[config.mk]
export PLATFORM = sky130hd
export DESIGN_NAME = tri_vertex_serializer
export DESIGN_NICKNAME = d
export VERILOG_FILES = /design/src/rtl/tri_pkg.sv /design/src/rtl/tri_fifo.sv /design/src/rtl/tri_vertex_serializer.sv
export SDC_FILE = /design/constraint.sdc
export NUM_CORES = 1
export LEC_CHECK = 0
export ABC_AREA = 1
export CAP_MARGIN = 15
export CORE_UTILIZATION = 46
export CTS_BUF_LIST = sky130_fd_sc_hd__clkbuf_8
export CTS_CLUSTER_DIAMETER = 120
export DETAILED_ROUTE_END_ITERATION = 12
export GPL_TIMING_DRIVEN = 0
export MAX_ROUTING_LAYER = met4
export PLACE_DENSITY = 0.65
export REMOVE_ABC_BUFFERS = 1
export SLEW_MARGIN = 10
export SYNTH_ARGS = -nofsm -noshare
export SYNTH_HDL_FRONTEND = slang
export SYNTH_SLANG_ARGS = --single-unit
export TNS_END_PERCENT = 10
[constraint.sdc]
create_clock -name clk_in -period 54.5 [get_ports clk_in]
set_input_delay 10.9 -clock clk_in [delete_from_list [all_inputs] [get_ports clk_in]]
set_output_delay 10.9 -clock clk_in [all_outputs]
set_load 0.01 [all_outputs]
[src/rtl/tri_pkg.sv]
// Shared triangle/vertex types used by the vertex shader, this serializer and the rasterizer.
package tri_pkg;

   localparam int unsigned COORD_W    = 32;
   localparam int unsigned NUM_COORDS = 4;
   localparam int unsigned NUM_VERTS  = 3;

   typedef logic signed [COORD_W-1:0]          coord_t;
   typedef coord_t [NUM_COORDS-1:0]            vertex_t;
   typedef coord_t [NUM_COORDS-1:0][NUM_VERTS-1:0] tri_t;

endpackage

[src/rtl/tri_fifo.sv]
// Register FIFO of whole triangles; a push into a full FIFO is taken only alongside a pop.
module tri_fifo
   import tri_pkg::*;
#(
   parameter int unsigned WIDTH = COORD_W,
   parameter int unsigned DEPTH = 4,
   localparam int unsigned PTR_W = $clog2(DEPTH),
   localparam int unsigned CNT_W = PTR_W + 1
) (
   input  logic                                             clk_in,
   input  logic                                             rst_in,
   input  logic                                             push,
   input  logic                                             pop,
   input  logic [NUM_COORDS-1:0][NUM_VERTS-1:0][WIDTH-1:0]  data,
   output logic                                             full,
   output logic                                             empty,
   output logic [CNT_W-1:0]                                 count,
   output logic [NUM_COORDS-1:0][NUM_VERTS-1:0][WIDTH-1:0]  head
);

   logic [NUM_COORDS-1:0][NUM_VERTS-1:0][WIDTH-1:0] mem [DEPTH];
   logic [PTR_W-1:0] wr_ptr;
   logic [PTR_W-1:0] rd_ptr;
   logic             push_en;
   logic             pop_en;

   assign full    = (count == CNT_W'(DEPTH));
   assign empty   = (count == '0);
   assign pop_en  = pop & ~empty;
   assign push_en = push & (~full | pop_en);
   assign head    = mem[rd_ptr];

   // Storage needs no reset: reads are only meaningful while count != 0.
   always_ff @(posedge clk_in) begin
      if (push_en) mem[wr_ptr] <= data;
   end

   always_ff @(posedge clk_in or negedge rst_in) begin
      if (!rst_in) begin
         wr_ptr <= '0;
         rd_ptr <= '0;
         count  <= '0;
      end else begin
         if (push_en) wr_ptr <= wr_ptr + PTR_W'(1);
         if (pop_en)  rd_ptr <= rd_ptr + PTR_W'(1);
         case ({push_en, pop_en})
            2'b10:   count <= count + CNT_W'(1);
            2'b01:   count <= count - CNT_W'(1);
            default: count <= count;
         endcase
      end
   end

endmodule

[src/rtl/tri_vertex_serializer.sv]
// Buffers parallel triangles from the shader and streams them one vertex per beat,
// counting triangles dropped when the buffer is full.
module tri_vertex_serializer
   import tri_pkg::*;
#(
   parameter int unsigned WIDTH = 32,
   parameter int unsigned DEPTH = 4
) (
   input  logic                                             clk_in,
   input  logic                                             rst_in,
   input  logic [NUM_COORDS-1:0][NUM_VERTS-1:0][WIDTH-1:0]  tri_in,
   input  logic                                             valid_in,
   output logic                                             ready_out,
   output logic [NUM_COORDS-1:0][WIDTH-1:0]                 vtx_out,
   output logic [1:0]                                       vtx_idx_out,
   output logic                                             last_out,
   output logic                                             valid_out,
   input  logic                                             ready_in,
   output logic                                             overflow_out,
   output logic [15:0]                                      drop_count_out
);

   localparam int unsigned CNT_W  = $clog2(DEPTH) + 1;
   localparam int unsigned DROP_W = 16;

   logic [NUM_COORDS-1:0][NUM_VERTS-1:0][WIDTH-1:0] head;
   logic [CNT_W-1:0] count;
   logic             full;
   logic             empty;
   logic [1:0]       vcnt;
   logic             beat;
   logic             pop_tri;
   logic             push_ok;
   logic             drop;

   assign beat    = valid_out & ready_in;
   assign pop_tri = beat & (vcnt == 2'd2);
   assign push_ok = valid_in & (~full | pop_tri);
   assign drop    = valid_in & ~push_ok;

   tri_fifo #(
      .WIDTH (WIDTH),
      .DEPTH (DEPTH)
   ) u_fifo (
      .clk_in (clk_in),
      .rst_in (rst_in),
      .push   (push_ok),
      .pop    (pop_tri),
      .data   (tri_in),
      .full   (full),
      .empty  (empty),
      .count  (count),
      .head   (head)
   );

   // Vertex index within the head triangle; wraps after the last vertex.
   always_ff @(posedge clk_in or negedge rst_in) begin
      if (!rst_in) begin
         vcnt <= 2'd0;
      end else if (beat) begin
         vcnt <= (vcnt == 2'd2) ? 2'd0 : vcnt + 2'd1;
      end
   end

   // Sticky overflow flag and saturating drop counter.
   always_ff @(posedge clk_in or negedge rst_in) begin
      if (!rst_in) begin
         overflow_out   <= 1'b0;
         drop_count_out <= '0;
      end else if (drop) begin
         overflow_out <= 1'b1;
         if (drop_count_out != '1) drop_count_out <= drop_count_out + DROP_W'(1);
      end
   end

   assign valid_out   = ~empty;
   assign ready_out   = (count < CNT_W'(DEPTH));
   assign vtx_idx_out = vcnt;
   assign last_out    = (vcnt == 2'd2);

   // Gated by valid so stale storage never shows on the bus after reset.
   always_comb begin
      vtx_out = '0;
      if (valid_out) begin
         for (int unsigned c = 0; c < NUM_COORDS; c++) begin
            case (vcnt)
               2'd0:    vtx_out[c] = head[c][0];
               2'd1:    vtx_out[c] = head[c][1];
               default: vtx_out[c] = head[c][2];
            endcase
         end
      end
   end

endmodule
==> results of run 1 <==
## per-layer routing
layer  GRT usage  up-vias  routed length, µm
li1            -    19205                  -
met3     0.07844      263              13550
met5           -        -                  0
met4     0.07359        0               3344
met2      0.3545     1179              73210
met1      0.2846    19609              63390
## sequential cells by signal (all words and copies together), names as in the netlist
| name | cells |
|---|---|
| u_fifo.count | 3 |
| vtx_idx_out | 2 |
| drop_count_out | 16 |
| u_fifo.wr_ptr | 2 |
| overflow_out | 1 |
| u_fifo.mem | 1536 |
| u_fifo.rd_ptr | 2 |
## final timing paths
kind                                  startpoint                  to  slack [ns]  cells past startpoint
worst max-delay path            u_fifo.rd_ptr[0]        vtx_out[113]       39.01                     11
worst min-delay path                overflow_out        overflow_out        0.49                      2
worst max register to register   u_fifo.count[1]  u_fifo.mem[2][266]       50.65                     11
worst min register to register      overflow_out        overflow_out        0.49                      2
max in group asynchronous                 rst_in    u_fifo.rd_ptr[0]       43.69                      2
min in group asynchronous                 rst_in   drop_count_out[9]       10.30                      1
## cells in the final DEF (no fill, tap or decap), types with 3 or more instances in the layout
cell type and instances:
dfrtp_4 3, nand3_1 284, diode_2 59, a21oi_1 101
xnor2_1 5, xor2_1 7, o21ai_1 50, o211ai_1 156
buf_16 57, clkdlybuf4s50_1 537, clkinv_2 14, nand2_1 980
edfxtp_1 1536, ha_1 6, clkbuf_8 294, buf_12 66
inv_1 106, clkinvlp_4 6, nand4_1 5, nor2_1 902
or2_2 95, clkinv_1 45, nor2_4 7, dfrtp_1 23
o21ai_0 531
## through the flow
step | worst slack [ns] | area [µm²]
6_report | 39.01 | 76230
5_1_grt | 38.66 | 76210
4_1_cts | 38.79 | 76080
3_5_place_dp | 39.90 | 71410
3_3_place_gp | -40.17 | 68440
2_1_floorplan | 12.19 | 60850
## power by group through the flow
stage	registers (µW)	logic, µW	clock network [µW]
after floorplan	1880	911	0
after CTS	1630	1680	967
after global routing	1650	1830	1020
final	1630	1660	940
after global placement	2110	1670	0
after detailed placement	1660	1680	0
## logic make-up after synthesis
logic type / Yosys count / synth area share
AOI/OAI and AO/OA: 839 / 0.07370
xor gates and xnor gates: 12 / 0.001687
adders and majority gates: 7 / 0.001526
buffers and inverters: 339 / 0.02502
DFF: 1562 / 0.7507
and+or+nand+nor: 2278 / 0.1474
## area by class of cell
class | count | area (µm²)
multi-input cells | 3136 | 14020
diodes | 59 | 147.6
well taps | 1768 | 2212
fillers | 10737 | 57730
clock buffers | 294 | 4046
repair buffers | 660 | 8265
flip-flops and latches | 1562 | 46790
inverters | 27 | 121.4
clock inverters | 149 | 625.6
## worst min-delay path, stage by stage, from the launching register on
cell and delay [ns]:
dfrtp_1 0.35, inv_1 0.05, nand2_1 0.06
==> results.yml, run 1 <==
logic_synthesis:
  synth-seq-cells: 1562
  yosys-top-cells-count: "1536 x edfxtp_1, 981 x nand2_1, 907 x nor2_1, 531 x o21ai_0, 284 x nand3_1"
  ys.flop_type: "edfxtp_1"
  async_flop_share: 0.01665
  ys_top_cells_by_area: "edfxtp_1 74%, nand2_1 5.9%, nor2_1 5.5%, o21ai_0 4.3%, nand3_1 2.3%"
  synth_cells: 5037
  synth_area_um2: 62310
  avgSynthCellArea_um2: 12.37
  synth_warnings: 0
  synth_edf_count: 1536
  seq_area_frac_synth: 0.7507
  synth_top_area_share: 0.7403
  yosysTopAreaCell: "edfxtp_1"
  synth.most_common_cell: "edfxtp_1"
  ys_types: 27
placed_design:
  dp_cells: 7153
  port-buffer-count: 537
  gp_congestion: 0.8178
  place_hpwl_um: 91070
power_and_ir_drop:
  intPower_uw: 2706
  clock_power_share: 0.222
  power_frac_seq: 0.386
  swShare: 0.3613
  comb_power_share: 0.393
  p_total_uw: 4237
  power-per-cell-area_nw_per_um2: 55.58
  vdd_drop_max_mv: 0.04172
  cellLeakagePower_uw: 0.02717
  p_sw_uw: 1531
clocking:
  cts.sinks: 1562
  cts_tree: "yes"
  cts_setup_buffers: 0
  numCtsBuffers: 276
  cts_buffer_depth: 4
  htreeDepth: 5
  cts.reportedPaths.clkPinSlew_ns: 0.06
  cts_resized: 0
  ctsHoldBuffers: 0
  root_buffer: "clkbuf_8"
  insertion_delay_ns: 0.98
worst_setup_path:
  path_delay_family: "buffers and inverters"
  critical_path_class: "reg2out"
  slowest_stage: "dfrtp_4"
  cp_data_required_time_ns: 43.60
  cp_slowest_stage_delay_ns: 0.70
  critPathBufInv: 5
  cp_max_fo: 130
  cp_common_cell: "nor2_1"
  worstSetupEndpointType: "output port"
  crit_chain: "buf_12, inv_8, buf_16, buf_16, nor2_1, nor2_1, o21ai_0, nand3_1, nand2_1, nor2_1, clkdlybuf4s50_1"
  cp.arrival_ns: 4.59
  worst_setup_path_start_kind: "register"
routing:
  postRouteAntennaNets: 0
  drt-total-wl_um: 153500
  drc: 0
  drt_iter0_drc: 3023
  vias_per_cell: 5.259
  wl_per_cell_um: 20.05
  drt_first_pass_iters: 5
  num_vias: 40256
sta:
  setup_viol: 0
  period_minus_slack_ns: 15.49
  slew_headroom: 0.4820
  rsz0062_at_grt: "false"
  hold_violations: 0
  timing.setup.tns_ns: 0
  maxSlewViolCount: 0
  fmaxAchievable_mhz: 64.56
  skew_ns: 0.06271
  fin_crit_sh: 0.2842
  tightestPinTransition_ns: 0.7752
  fin_hold_ws_ns: 0.4890
global_route:
  grt_pass1_wl_um: 232200
  overflow: 0
  grt_pass1_vias: 39102
  grt_max_degree: 153
  antenna_found_initial: 51
  grt_usage: 0.2298
layout:
  drive_above_1_share: 0.09454
  fin_util: 0.5690
  fin_cells: 7655
  area.growth.synth_to_final_pct: 22.34
  finalNetCount: 6058
worst_hold_path:
  hold_class: "reg2reg"
floorplanning:
  die_w_um: 370.0
  ios: 538
  die_area_um2: 136900
  row_count: 134
  dieHeight_um: 370.0
  initial_utilization: 0.4651
  core-area_um2: 134000
outcome:
  status: "completed"
flow_run:
  cap_violations: 0
Note: power is estimated with default switching activity, not from simulation.
==> run 2, diff against run 1 <==
--- a/config.mk
+++ b/config.mk
@@ -13,7 +13,7 @@
 export DETAILED_ROUTE_END_ITERATION = 12
 export GPL_TIMING_DRIVEN = 0
 export MAX_ROUTING_LAYER = met4
-export PLACE_DENSITY = 0.65
+export PLACE_DENSITY = 0.67
 export REMOVE_ABC_BUFFERS = 1
 export SLEW_MARGIN = 10
 export SYNTH_ARGS = -nofsm -noshare
==> constraint.sdc (replaced) <==
create_clock -name clk_in -period 13.25 [get_ports clk_in]
set_input_delay 2.65 -clock clk_in [delete_from_list [all_inputs] [get_ports clk_in]]
set_output_delay 2.65 -clock clk_in [all_outputs]
set_load 0.01 [all_outputs]
==> run 2 against run 1 <==
Largest cell class unchanged. Worst hold slack lost 0.0096 ns. Critical path type unchanged. Sequential power grew to 4.1 times the previous value. Highest routed layer unchanged. Critical path depth grew 1. The run now ends with DRC left.
==> results.yml, run 2 (synthesis gave the netlist of run 1 again) <==
sta:
  fmaxAchievable_mhz: 131.7
  timing.setup.tns_ns: 0
  tightestPinTransition_ns: 0.8640
  skew_ns: 0.05890
  slew_headroom: 0.4240
  postLayoutSetupSlackWorst_ns: 5.659
  setup_viol: 0
  rsz0062_at_grt: "false"
  maxSlewViolCount: 0
  hold_violations: 0
  fin_hold_ws_ns: 0.4795
  period_minus_slack_ns: 7.591
  fin_crit_sh: 0.5729
global_route:
  grt_max_degree: 157
  overflow: 0
  grt_pass1_vias: 38623
  antenna_found_initial: 48
  grt_pass1_wl_um: 224200
  grt_usage: 0.2211
clocking:
  ctsHoldBuffers: 0
  cts_tree: "yes"
  cts_setup_buffers: 0
  root_buffer: "clkbuf_8"
  htreeDepth: 4
  cts_resized: 0
  cts.sinks: 1562
  insertion_delay_ns: 0.93
  numCtsBuffers: 237
  cts_buffer_depth: 3
  cts.reportedPaths.clkPinSlew_ns: 0.06
floorplanning:
  core-area_um2: 134000
  die_w_um: 370.0
  initial_utilization: 0.4651
  dieHeight_um: 370.0
  die_area_um2: 136900
  row_count: 134
  ios: 538
layout:
  fin_util: 0.5652
  area.growth.synth_to_final_pct: 21.52
  multiInputGateArea_um2: 14020
  drive_above_1_share: 0.08936
  reg_top3: "u_fifo.mem x1536, drop_count_out x16, u_fifo.count x3"
  regArea_um2: 46790
  largest_reg_flops: 1536
  layout_commonest_cell: "edfxtp_1"
  fin_cells: 7630
  finalNetCount: 6018
  regMostFlops: "u_fifo.mem"
  nFillCells: 10713
  final_cell_mix: "1536 x edfxtp_1, 980 x nand2_1, 902 x nor2_1"
power_and_ir_drop:
  intPower_uw: 10840
  cellLeakagePower_uw: 0.02692
  vdd_drop_max_mv: 0.1604
  clock_power_share: 0.209
  p_sw_uw: 6193
  power-per-cell-area_nw_per_um2: 225.0
  swShare: 0.3635
  power_frac_seq: 0.395
  comb_power_share: 0.397
routing:
  drt_first_pass_iters: 11
  drc: 2
  wl_per_cell_um: 19.45
  postRouteAntennaNets: 0
  num_vias: 39754
  vias_per_cell: 5.210
  drt_iter0_drc: 2735
  drt-total-wl_um: 148400
worst_setup_path:
  critPathBufInv: 6
  r2r_end: "u_fifo.mem[2][248]"
  worstSetupEndpointType: "output port"
  startpoint: "u_fifo.rd_ptr[0]"
  slowest_stage: "dfrtp_4"
  cp_data_required_time_ns: 10.60
  endpoint: "vtx_out[73]"
  reg2reg_depth: 16
  worst_setup_path_start_kind: "register"
  cp_slowest_stage_delay_ns: 0.79
  path_delay_family: "buffers and inverters"
  cp.arrival_ns: 4.94
  critical_path_class: "reg2out"
  reg2reg_from: "u_fifo.count[0]"
  cp_max_fo: 137
  cp_common_cell: "buf_16"
  crit_chain: "buf_16, inv_8, buf_16, buf_16, buf_16, nand2_1, nand2_1, a21oi_1, o21ai_0, nand2_1, nor2_1, clkdlybuf4s50_1"
  ff2ff_setup_slack_ns: 8.52
  cp.depth: 12
placed_design:
  dp_cells: 7152
  place_hpwl_um: 89020
  place_ws_ns: 6.539
  port-buffer-count: 537
  gp_congestion: 0.8118
worst_hold_path:
  hold_class: "reg2reg"
outcome:
  violations: "DRC"
  status: "finished with violations"
flow_run:
  cap_violations: 0
-- run 2: how the worst min path moves through the flow --
| stage | slack, ns | from | cells after the start | endpoint |
|---|---|---|---|---|
| finish | 0.48 | overflow_out | 2 | overflow_out |
| global route | 0.52 | overflow_out | 2 | overflow_out |
| CTS | 0.48 | overflow_out | 2 | overflow_out |
| detailed placement | 0.46 | overflow_out | 2 | overflow_out |
| global placement | 0.45 | overflow_out | 2 | overflow_out |
| floorplan | 0.49 | u_fifo.count[0] | 1 | u_fifo.count[0] |
-- run 2: power groups by stage --
stage	clock network, µW	registers (µW)	logic (µW)
floorplan	0	7720	3750
global placement	0	8340	6020
detailed placement	0	6820	6820
CTS	3650	6720	6850
global route	3860	6790	7440
finish	3550	6720	6760
-- run 2: layout make-up --
class	count	share of cell area
Sequential cell	1562	0.6179
Multi-Input combinational cell	3136	0.1852
Timing Repair Buffer	659	0.1084
Clock buffer	243	0.04417
Tap cell	1768	0.02922
Clock inverter	181	0.01167
Antenna cell	54	0.001785
Inverter	27	0.001570
-- run 2: worst min-delay path, delay by kind of cell (launching register included) --
kind | cells | cell delay (ns)
DFF | 1 | 0.35
and+or+nand+nor | 1 | 0.05
buffers and inverters | 1 | 0.04
-- run 2: per-layer routing --
layer / GRT usage / share of wire / up-vias
li1: - / - / 19112
met1: 0.2722 / 0.41 / 19317
met2: 0.3511 / 0.49 / 1093
met3: 0.06366 / 0.081 / 232
met4: 0.07176 / 0.020 / 0
met5: - / 0 / -
-- run 2: stage by stage --
step	instance area, µm²	total power [µW]
6_report	75720	17040
4_1_cts	75580	17220
3_3_place_gp	68440	14360
2_1_floorplan	60850	11470
5_1_grt	75700	18090
3_5_place_dp	71350	13640
